<file path="src/rtl/btn_pkg.sv">
// Shared button definitions: bit indices, PCU button-status codes, debounce FSM states.
package btn_pkg;

    localparam int unsigned NUM_BTN = 5;
    localparam int unsigned BS_W    = 3;

    // Bit positions inside btn_raw / btn_level
    localparam int unsigned BTN_C = 0;
    localparam int unsigned BTN_U = 1;
    localparam int unsigned BTN_L = 2;
    localparam int unsigned BTN_D = 3;
    localparam int unsigned BTN_R = 4;

    // Button-status codes, shared with the PCU CSR write logic
    localparam logic [BS_W-1:0] BS_NONE = 3'd0;
    localparam logic [BS_W-1:0] BS_U    = 3'd1;
    localparam logic [BS_W-1:0] BS_D    = 3'd2;
    localparam logic [BS_W-1:0] BS_L    = 3'd3;
    localparam logic [BS_W-1:0] BS_R    = 3'd4;
    localparam logic [BS_W-1:0] BS_C    = 3'd5;

    typedef enum logic [1:0] {
        ST_IDLE,
        ST_PRESS_CNT,
        ST_PRESSED,
        ST_REL_CNT
    } btn_state_e;

    // Priority encoder matching the PCU bs field: u > d > l > r > c
    function automatic logic [BS_W-1:0] bs_encode(input logic [NUM_BTN-1:0] fire);
        logic [BS_W-1:0] code;
        code = BS_NONE;
        if (fire[BTN_U])      code = BS_U;
        else if (fire[BTN_D]) code = BS_D;
        else if (fire[BTN_L]) code = BS_L;
        else if (fire[BTN_R]) code = BS_R;
        else if (fire[BTN_C]) code = BS_C;
        return code;
    endfunction

endpackage

</file>
<file path="src/rtl/btn_debounce_cell.sv">
// One button: 2-flop synchroniser, press/release debounce FSM, accept strobe and level.
module btn_debounce_cell
    import btn_pkg::*;
#(
    parameter int unsigned DEBOUNCE_CYCLES = 50000
) (
    input  logic clk,
    input  logic rstn,
    input  logic raw,
    output logic accept_c,
    output logic level
);

    localparam int unsigned    CNT_W    = $clog2(DEBOUNCE_CYCLES + 1);
    localparam logic [CNT_W-1:0] CNT_LAST = CNT_W'(DEBOUNCE_CYCLES - 1);

    logic [1:0]       sync_q;
    logic             s;
    btn_state_e       state;
    logic [CNT_W-1:0] cnt;

    assign s = sync_q[1];

    // Accept fires in the cycle the last stable sample is seen; the top registers it
    assign accept_c = (state == ST_PRESS_CNT) && s && (cnt == CNT_LAST);

    // Bring the asynchronous button into the clk domain
    always_ff @(posedge clk or negedge rstn) begin
        if (!rstn) sync_q <= '0;
        else       sync_q <= {sync_q[0], raw};
    end

    // Debounce FSM with saturating stability counter and registered level
    always_ff @(posedge clk or negedge rstn) begin
        if (!rstn) begin
            state <= ST_IDLE;
            cnt   <= '0;
            level <= 1'b0;
        end else begin
            case (state)
                ST_IDLE: begin
                    if (s) begin
                        state <= ST_PRESS_CNT;
                        cnt   <= CNT_W'(1);
                    end
                end
                ST_PRESS_CNT: begin
                    if (!s) begin
                        state <= ST_IDLE;
                        cnt   <= '0;
                    end else if (cnt == CNT_LAST) begin
                        state <= ST_PRESSED;
                        cnt   <= '0;
                        level <= 1'b1;
                    end else if (cnt < CNT_LAST) begin
                        cnt <= cnt + CNT_W'(1);
                    end
                end
                ST_PRESSED: begin
                    if (!s) begin
                        state <= ST_REL_CNT;
                        cnt   <= CNT_W'(1);
                    end
                end
                ST_REL_CNT: begin
                    if (s) begin
                        state <= ST_PRESSED;
                        cnt   <= '0;
                    end else if (cnt == CNT_LAST) begin
                        state <= ST_IDLE;
                        cnt   <= '0;
                        level <= 1'b0;
                    end else if (cnt < CNT_LAST) begin
                        cnt <= cnt + CNT_W'(1);
                    end
                end
                default: begin
                    state <= ST_IDLE;
                    cnt   <= '0;
                    level <= 1'b0;
                end
            endcase
        end
    end

endmodule

</file>
<file path="src/rtl/button_cond.sv">
// Conditions the five board buttons into one-cycle PCU press pulses with a re-arm lockout.
module button_cond
    import btn_pkg::*;
#(
    parameter int unsigned DEBOUNCE_CYCLES = 50000,
    parameter int unsigned REARM_CYCLES    = 16
) (
    input  logic               clk,
    input  logic               rstn,
    input  logic [NUM_BTN-1:0] btn_raw,
    input  logic               btn_en,
    output logic               butc,
    output logic               butu,
    output logic               butl,
    output logic               butd,
    output logic               butr,
    output logic [BS_W-1:0]    btn_code,
    output logic [NUM_BTN-1:0] btn_level
);

    localparam int unsigned LOCK_W = (REARM_CYCLES > 0) ? $clog2(REARM_CYCLES + 1) : 1;

    logic [NUM_BTN-1:0] accept_c;
    logic [NUM_BTN-1:0] fire_c;
    logic [LOCK_W-1:0]  lock_cnt;

    for (genvar i = 0; i < NUM_BTN; i++) begin : g_cell
        btn_debounce_cell #(
            .DEBOUNCE_CYCLES (DEBOUNCE_CYCLES)
        ) u_cell (
            .clk      (clk),
            .rstn     (rstn),
            .raw      (btn_raw[i]),
            .accept_c (accept_c[i]),
            .level    (btn_level[i])
        );
    end

    // Accepts survive only when enabled and outside the lockout window; others are dropped
    assign fire_c = accept_c & {NUM_BTN{btn_en & (lock_cnt == '0)}};

    // Register pulses and code, and run the shared re-arm lockout counter
    always_ff @(posedge clk or negedge rstn) begin
        if (!rstn) begin
            butc     <= 1'b0;
            butu     <= 1'b0;
            butl     <= 1'b0;
            butd     <= 1'b0;
            butr     <= 1'b0;
            btn_code <= BS_NONE;
            lock_cnt <= '0;
        end else begin
            butc     <= fire_c[BTN_C];
            butu     <= fire_c[BTN_U];
            butl     <= fire_c[BTN_L];
            butd     <= fire_c[BTN_D];
            butr     <= fire_c[BTN_R];
            btn_code <= bs_encode(fire_c);
            if (|fire_c)
                lock_cnt <= LOCK_W'(REARM_CYCLES);
            else if (lock_cnt != '0)
                lock_cnt <= lock_cnt - LOCK_W'(1);
        end
    end

endmodule

</file>
<file path="config.mk">
export PLATFORM = sky130hd
export DESIGN_NAME = button_cond
export DESIGN_NICKNAME = d
export VERILOG_FILES = /design/src/rtl/btn_pkg.sv /design/src/rtl/btn_debounce_cell.sv /design/src/rtl/button_cond.sv
export SDC_FILE = /design/constraint.sdc
export NUM_CORES = 1
export LEC_CHECK = 0
export CAP_MARGIN = 10
export CELL_PAD_IN_SITES_DETAIL_PLACEMENT = 1
export CELL_PAD_IN_SITES_GLOBAL_PLACEMENT = 1
export CORE_ASPECT_RATIO = 0.75
export CORE_MARGIN = 2
export CORE_UTILIZATION = 43
export CTS_CLUSTER_DIAMETER = 200
export DETAILED_ROUTE_END_ITERATION = 7
export GPL_ROUTABILITY_DRIVEN = 0
export PLACE_DENSITY_LB_ADDON = 0.08
export SLEW_MARGIN = 10
export SYNTH_ARGS = -nofsm -noshare
export SYNTH_HDL_FRONTEND = slang
export SYNTH_SLANG_ARGS = --single-unit
</file>
<file path="constraint.sdc">
create_clock -name clk -period 2.4 [get_ports clk]
set_input_delay 0.72 -clock clk [delete_from_list [all_inputs] [get_ports clk]]
set_output_delay 0.72 -clock clk [all_outputs]
set_load 0.05 [all_outputs]
</file>
After elaboration in Yosys (flattened, before gate mapping) --
Cells that the tools add are included.
Operators by class: add/sub/neg operators 6, magnitude comparators 5, eq/ne operators 60, multiplexer cells 102, bitwise operators 2, reduce and logical (&&, ||, !) cells 39
Operator list (count):
- two-way mux 16 bit | 30
- one-hot mux 16 bit (4 select lines) | 5
- adder 16 x 1 -> 16 bit, second input constant | 5
- equality test 16 bit, second input constant | 5
- less-than comparator 16 bit, second input constant | 5
- two-way mux 2 bit | 30
- one-hot mux 2 bit (4 select lines) | 5
- inequality test 2 x 1 -> 1 bit, second input constant | 15
- inequality test 2 bit, second input constant | 15
- AND reduction 5 bit | 5
- equality test 2 bit, second input constant | 10
- two-way mux 1 bit | 20
- AND reduction 4 bit | 5
- two-way mux 3 bit | 5
- inequality test 3 x 1 -> 1 bit, second input constant | 5
- inequality test 3 bit, second input constant | 5
- nonzero test 2 bit | 6
- equality test 2 x 1 -> 1 bit, second input constant | 5
- logical AND 1 bit | 10
- zero test 2 bit | 5
- two-way mux 5 bit | 2
- one-hot mux 1 bit (2 select lines) | 5
- AND reduction 2 bit | 5
- AND 5 bit | 1
- other kinds (5) | 5
Storage, ports and cells: flip-flop bits (word level) 118, input bits 8, output and inout port bits 13, logic and storage cells 241

Depth between registers and ports, before layout --
word-level depth 9, gate-level depth with buffers 8, depth with buffers taken out 7

Hierarchy --
A second synthesis with hierarchy kept.
Unflattened totals: cells, all modules 694, area, all modules 6730.2 um^2
By module, submodules not included:
- btn_debounce_cell (g_cell[0].u_cell ...) | times used 4, cells an instance 127, area an instance 1229.9 um^2, seq. area each 525.5 um^2
- btn_debounce_cell (g_cell[4].u_cell) | times used 1, cells an instance 137, area an instance 1248.7 um^2, seq. area each 525.5 um^2
- button_cond | times used 1, cells an instance 49, area an instance 561.8 um^2, seq. area each 325.3 um^2

Worst setup path before layout --
OpenSTA, ideal clock, no wires.
path type register -> register, from register g_cell[0].u_cell.cnt[12], to register btn_code[2], setup time 0.080 ns, arrival time 2.355 ns, required time 2.320 ns, path slack -0.034 ns, stages on the path, launching flop included 6, path buffers 0, clock period less this slack 2.434 ns, path through dfrtp_1 or4_4 or4_4 or4b_1 a21oi_2 nor3b_2
Between the ends: word-level cells in the longest chain between the ends 8
Ends and longest elaborated chain:
- start: declaration | RTL line btn_debounce_cell.sv:20 | logic [CNT_W-1:0] cnt;
- start signal: assignment | RTL line btn_debounce_cell.sv:56 | cnt <= cnt + CNT_W'(1);
- start signal: assignment | RTL line btn_debounce_cell.sv:74 | cnt <= cnt + CNT_W'(1);
- equality test 16 bit | RTL line btn_debounce_cell.sv:25 | assign accept_c = (state == ST_PRESS_CNT) && s && (cnt == CNT_LAST);
- logical AND 1 bit | RTL line btn_debounce_cell.sv:25
- AND 5 bit | RTL line button_cond.sv:40 | assign fire_c = accept_c & {NUM_BTN{btn_en & (lock_cnt == '0)}};
- two-way mux 3 bit | RTL line btn_pkg.sv:37 | else if (fire[BTN_C]) code = BS_C;
- two-way mux 3 bit | RTL line btn_pkg.sv:36 | else if (fire[BTN_R]) code = BS_R;
- two-way mux 3 bit | RTL line btn_pkg.sv:35 | else if (fire[BTN_L]) code = BS_L;
- two-way mux 3 bit | RTL line btn_pkg.sv:34 | else if (fire[BTN_D]) code = BS_D;
- two-way mux 3 bit | RTL line btn_pkg.sv:33 | if (fire[BTN_U]) code = BS_U;
- end signal: assignment | RTL line button_cond.sv:58 | btn_code <= bs_encode(fire_c);
- end: declaration | RTL line button_cond.sv:17 | output logic [BS_W-1:0] btn_code,
No other way between the ends. A chain may end at the register's enable or synchronous reset.

Worst setup path after layout --
from register g_cell[2].u_cell.cnt[13], to register g_cell[2].u_cell.cnt[6]
Between the ends: word-level cells in the longest chain between the ends 5, elaborated cells between the ends (all ways) 7, classes of those cells order compare: 1; eq/ne: 1; mux: 5
Ends and longest elaborated chain:
- start: declaration | RTL line btn_debounce_cell.sv:20
- start signal: assignment | RTL line btn_debounce_cell.sv:56
- start signal: assignment | RTL line btn_debounce_cell.sv:74
- less-than comparator 16 bit | RTL line btn_debounce_cell.sv:55, btn_debounce_cell.sv:73
- two-way mux 16 bit
- two-way mux 16 bit * | RTL line btn_debounce_cell.sv:51 | end else if (cnt == CNT_LAST) begin
- two-way mux 16 bit, on equally long branches | RTL line btn_debounce_cell.sv:66, btn_debounce_cell.sv:48
- one-hot mux 16 bit (4 select lines) * | RTL line btn_debounce_cell.sv:40 | case (state)
Mark *: on every way between the ends. The rest lies on a longest branch, timed or not.

==> flow_summary_export.csv <==
group,metric,value,unit
status,outcome,"finished, final reports clean",
routing,ant_nets,0,
clocking,cts_tree,"done",
placement,hpwlAfterDp,13500,µm
routing,viasPerCell,6.26,
placement,io_buffers,20,
finish,layout.nets,787,
global_routing,grt_max_degree,55,
yosys,synth_mux_area_share,0.696,%
routing,dr.pass1.iters,4,
routing,drt_iter0_drc,292,
placement,post_dp_cell_area,0.00725,mm²
power,ir_drop,0.555,mV
floorplan,boundaryPins,21,
setup_path,worstPathArrival,2.71,ns
yosys,synth_xor_area_share,1.08,%
finish,fill_cells,1686,
timing,min_period_over_period,98.1,%
power,netSwitchingPower,1820,µW
setup_path,critPathRequiredTime,2.75,ns
power,p_clk_share,42.2,%
power,p_per_area,763,mW/mm²
floorplan,fp.dieH,110,µm
setup_path,worstSetupPathType,"flip-flop to flip-flop",
clocking,clk_pin_slew,0.05,ns
floorplan,fp.dieArea,0.0161,mm²
power,swShare,30.1,%
yosys,synth_area_leader_cell,"dfrtp_1",
setup_path,critPathCaptureType,"flip-flop",
hold_path,hold_class,"input port to asynchronous set/reset pin",
yosys,synth_top_family_by_area,"simple AND/OR/NAND/NOR gates",
yosys,syn_nets,722,
timing,tightest_slew,1.15,ns
setup_path,startpoint_type,"flip-flop",
job,maxCapViolations,0,
yosys,yosysWarnings,0,
routing,remaining_drc_errors,0,
finish,syn2layout_area_growth,22.4,%
yosys,synth_fa_ha_area_share,1.35,%
yosys,synthSimpleGateAreaFrac,24.5,%
floorplan,dieWidth,146,µm
clocking,cts_buffers,17,
floorplan,fp-row-count,38,
placement,place_ws,-0.0539,ns
finish,seqCellArea,0.00295,mm²
timing,slew_headroom,23.0,%
floorplan,core_area,0.0146,mm²
yosys,synth_seq_cells,118,
setup_path,ff2ff_setup_slack,0.04,ns
finish,drive_above_1_share,17.2,%
yosys,synth_area_leaders,"dfrtp_1 (46%), a31oi_1 (4.7%), nand2_1 (4.1%)",
finish,multiInputGateArea,0.00335,mm²
yosys,yosysTopAreaCellShare,45.6,%
yosys,synth_compound_area_share,23.0,%
timing,grt_setup_unrepaired,"true",
global_routing,grt_antenna_before_repair,1,
power,internal_power,4220,µW
timing,fmax,425,MHz
yosys,postSynth.asyncResetShare,100,%
global_routing,grt_overflow_total,0,
power,power_frac_comb,18.2,%
timing,setup_tns,0,ns
clocking,clk-insertion-delay-late,0.41,ns
power,seqPwrFrac,39.6,%
floorplan,initial_core_util,44.3,%
setup_path,cp_max_fo,8,
finish,final_util,54.2,%
power,leakage,0.00339,µW
yosys,netlist_area,0.00647,mm²
timing,setup_violations,0,
yosys,yosysUniqueCellTypes,63,
yosys,syn_area_per_cell,9.15,µm²
yosys,ys.flop_type,"dfrtp_1",
global_routing,grt_pass1_vias,6343,
clocking,cts.sinks,118,
yosys,synthCells,707,
clocking,clock_tree.root_cell,"clkbuf_16",
timing,drv_slew,0,
timing,min_period,2.36,ns
timing,fin_ws,0.0448,ns
finish,stdcell_area,0.00792,mm²
routing,wirelength,19600,µm
routing,vias,6151,
yosys,synth-seq-area-share,45.6,%
timing,fin_skew,0.00783,ns
timing,hold_viol,0,
yosys,synth_edf_count,0,
clocking,cts.htree.levels,4,
clocking,post_cts_buffers,0,
routing,wl_per_cell,19.9,µm
clocking,cts_buffer_depth,2,
finish,n_antenna_cell,0,
global_routing,grt_pass1_wl,32900,µm
global_routing,track_usage,25.8,%
power groups by stage:
stage,registers (µW),logic [µW],clock network (µW)
2_1_floorplan,2330,717,0
3_3_place_gp,2390,1010,0
3_5_place_dp,2410,1070,0
4_1_cts,2390,1080,2600
5_1_grt,2430,1210,2690
6_report,2390,1100,2550
logic make-up after synthesis:
logic type	after synthesis
DFF	118
buffers and inverters	58
adders and majority gates	7
muxes	4
and+or+nand+nor	289
xor gates and xnor gates	8
AOI/OAI and AO/OA	223
through the flow:
| step | cells | total power [µW] | hold slack (ns) |
|---|---|---|---|
| 2_1_floorplan | 707 | 3050 | 0.331 |
| 3_3_place_gp | 952 | 3400 | 0.333 |
| 3_5_place_dp | 952 | 3490 | 0.336 |
| 4_1_cts | 982 | 6070 | 0.234 |
| 6_report | 983 | 6040 | 0.226 |
| 5_1_grt | 983 | 6330 | 0.238 |
final cells by class:
cell class / instances / share of cell area [%]
flip-flops and latches: 118 / 37.3
well taps: 200 / 3.16
multi-input cells: 532 / 42.3
clock inverters: 8 / 1.23
inverters: 21 / 0.996
clock buffers: 22 / 6.24
repair buffers: 82 / 8.72
flip-flops by register name (all words and copies together), names as in the netlist, named ones only:
signal,count
lock_cnt,5
butl,1
butd,1
butu,1
g_cell.u_cell.state,5
g_cell.u_cell.sync_q,10
butc,1
g_cell.u_cell.cnt,80
g_cell.u_cell.level,5
btn_code,3
butr,1
placed cells by master (no fill, tap or decap), types with 7 or more instances in the layout:
cell	count
or2_2	10
o211ai_1	20
a31oi_1	49
o21ai_0	34
nand2_1	70
clkbuf_16	17
a21o_1	21
nor3_1	18
and3_1	13
a21oi_1	39
or4_1	23
nand3_1	34
nand4_1	15
ha_1	7
dfrtp_1	118
buf_4	61
nor4_1	13
inv_1	21
nor2_1	39
clkdlybuf4s50_1	15
a41oi_1	8
worst max-delay path, cell delays in order, from the launching register on:
cell     delay, ns
dfrtp_1       0.38
or4_1         0.67
a21oi_1       0.30
o21ai_1       0.34
or4_1         0.50
nand3_1       0.10
metal layers:
layer	GRT usage, %	vias to the layer above	part of all wire, %
li1	-	2843	-
met5	0	-	0
met2	41.3	116	46
met1	35.5	3169	49
met3	6.17	23	3.9
met4	7.00	0	0.99
repair_timing:
item | in CTS | in global routing
resized for setup | 5 | 16
hold buffers | 0 | 0
cloned | 0 | 1
endpoints found under the setup margin | 4 | 55
pin swaps | 2 | 4
final timing paths:
| path | start | endpoint | depth (start not counted) |
|---|---|---|---|
| setup / recovery | g_cell[2].u_cell.cnt[13] | g_cell[2].u_cell.cnt[6] | 5 |
| hold / removal | rstn | g_cell[4].u_cell.cnt[1] | 1 |
| setup reg to reg | g_cell[2].u_cell.cnt[13] | g_cell[2].u_cell.cnt[6] | 5 |
| hold reg to reg | g_cell[3].u_cell.sync_q[0] | g_cell[3].u_cell.sync_q[1] | 0 |
| max in group asynchronous | rstn | lock_cnt[2] | 2 |
| min in group clk | g_cell[3].u_cell.sync_q[0] | g_cell[3].u_cell.sync_q[1] | 0 |
cells in the mapped netlist, types with 7 or more instances:
| master | instances |
|---|---|
| nor2_1 | 41 |
| ha_1 | 7 |
| nand4_1 | 15 |
| inv_1 | 21 |
| dfrtp_1 | 118 |
| or2_2 | 11 |
| a21oi_1 | 39 |
| nor4_1 | 18 |
| and3_1 | 13 |
| clkbuf_1 | 28 |
| nand2_1 | 70 |
| nor3_1 | 19 |
| or4_1 | 24 |
| a31oi_1 | 49 |
| nand3_1 | 34 |
| o21ai_0 | 36 |
| a21o_1 | 21 |
| a41oi_1 | 8 |
| o211ai_1 | 20 |
Note: power is estimated with default switching activity, not from simulation.
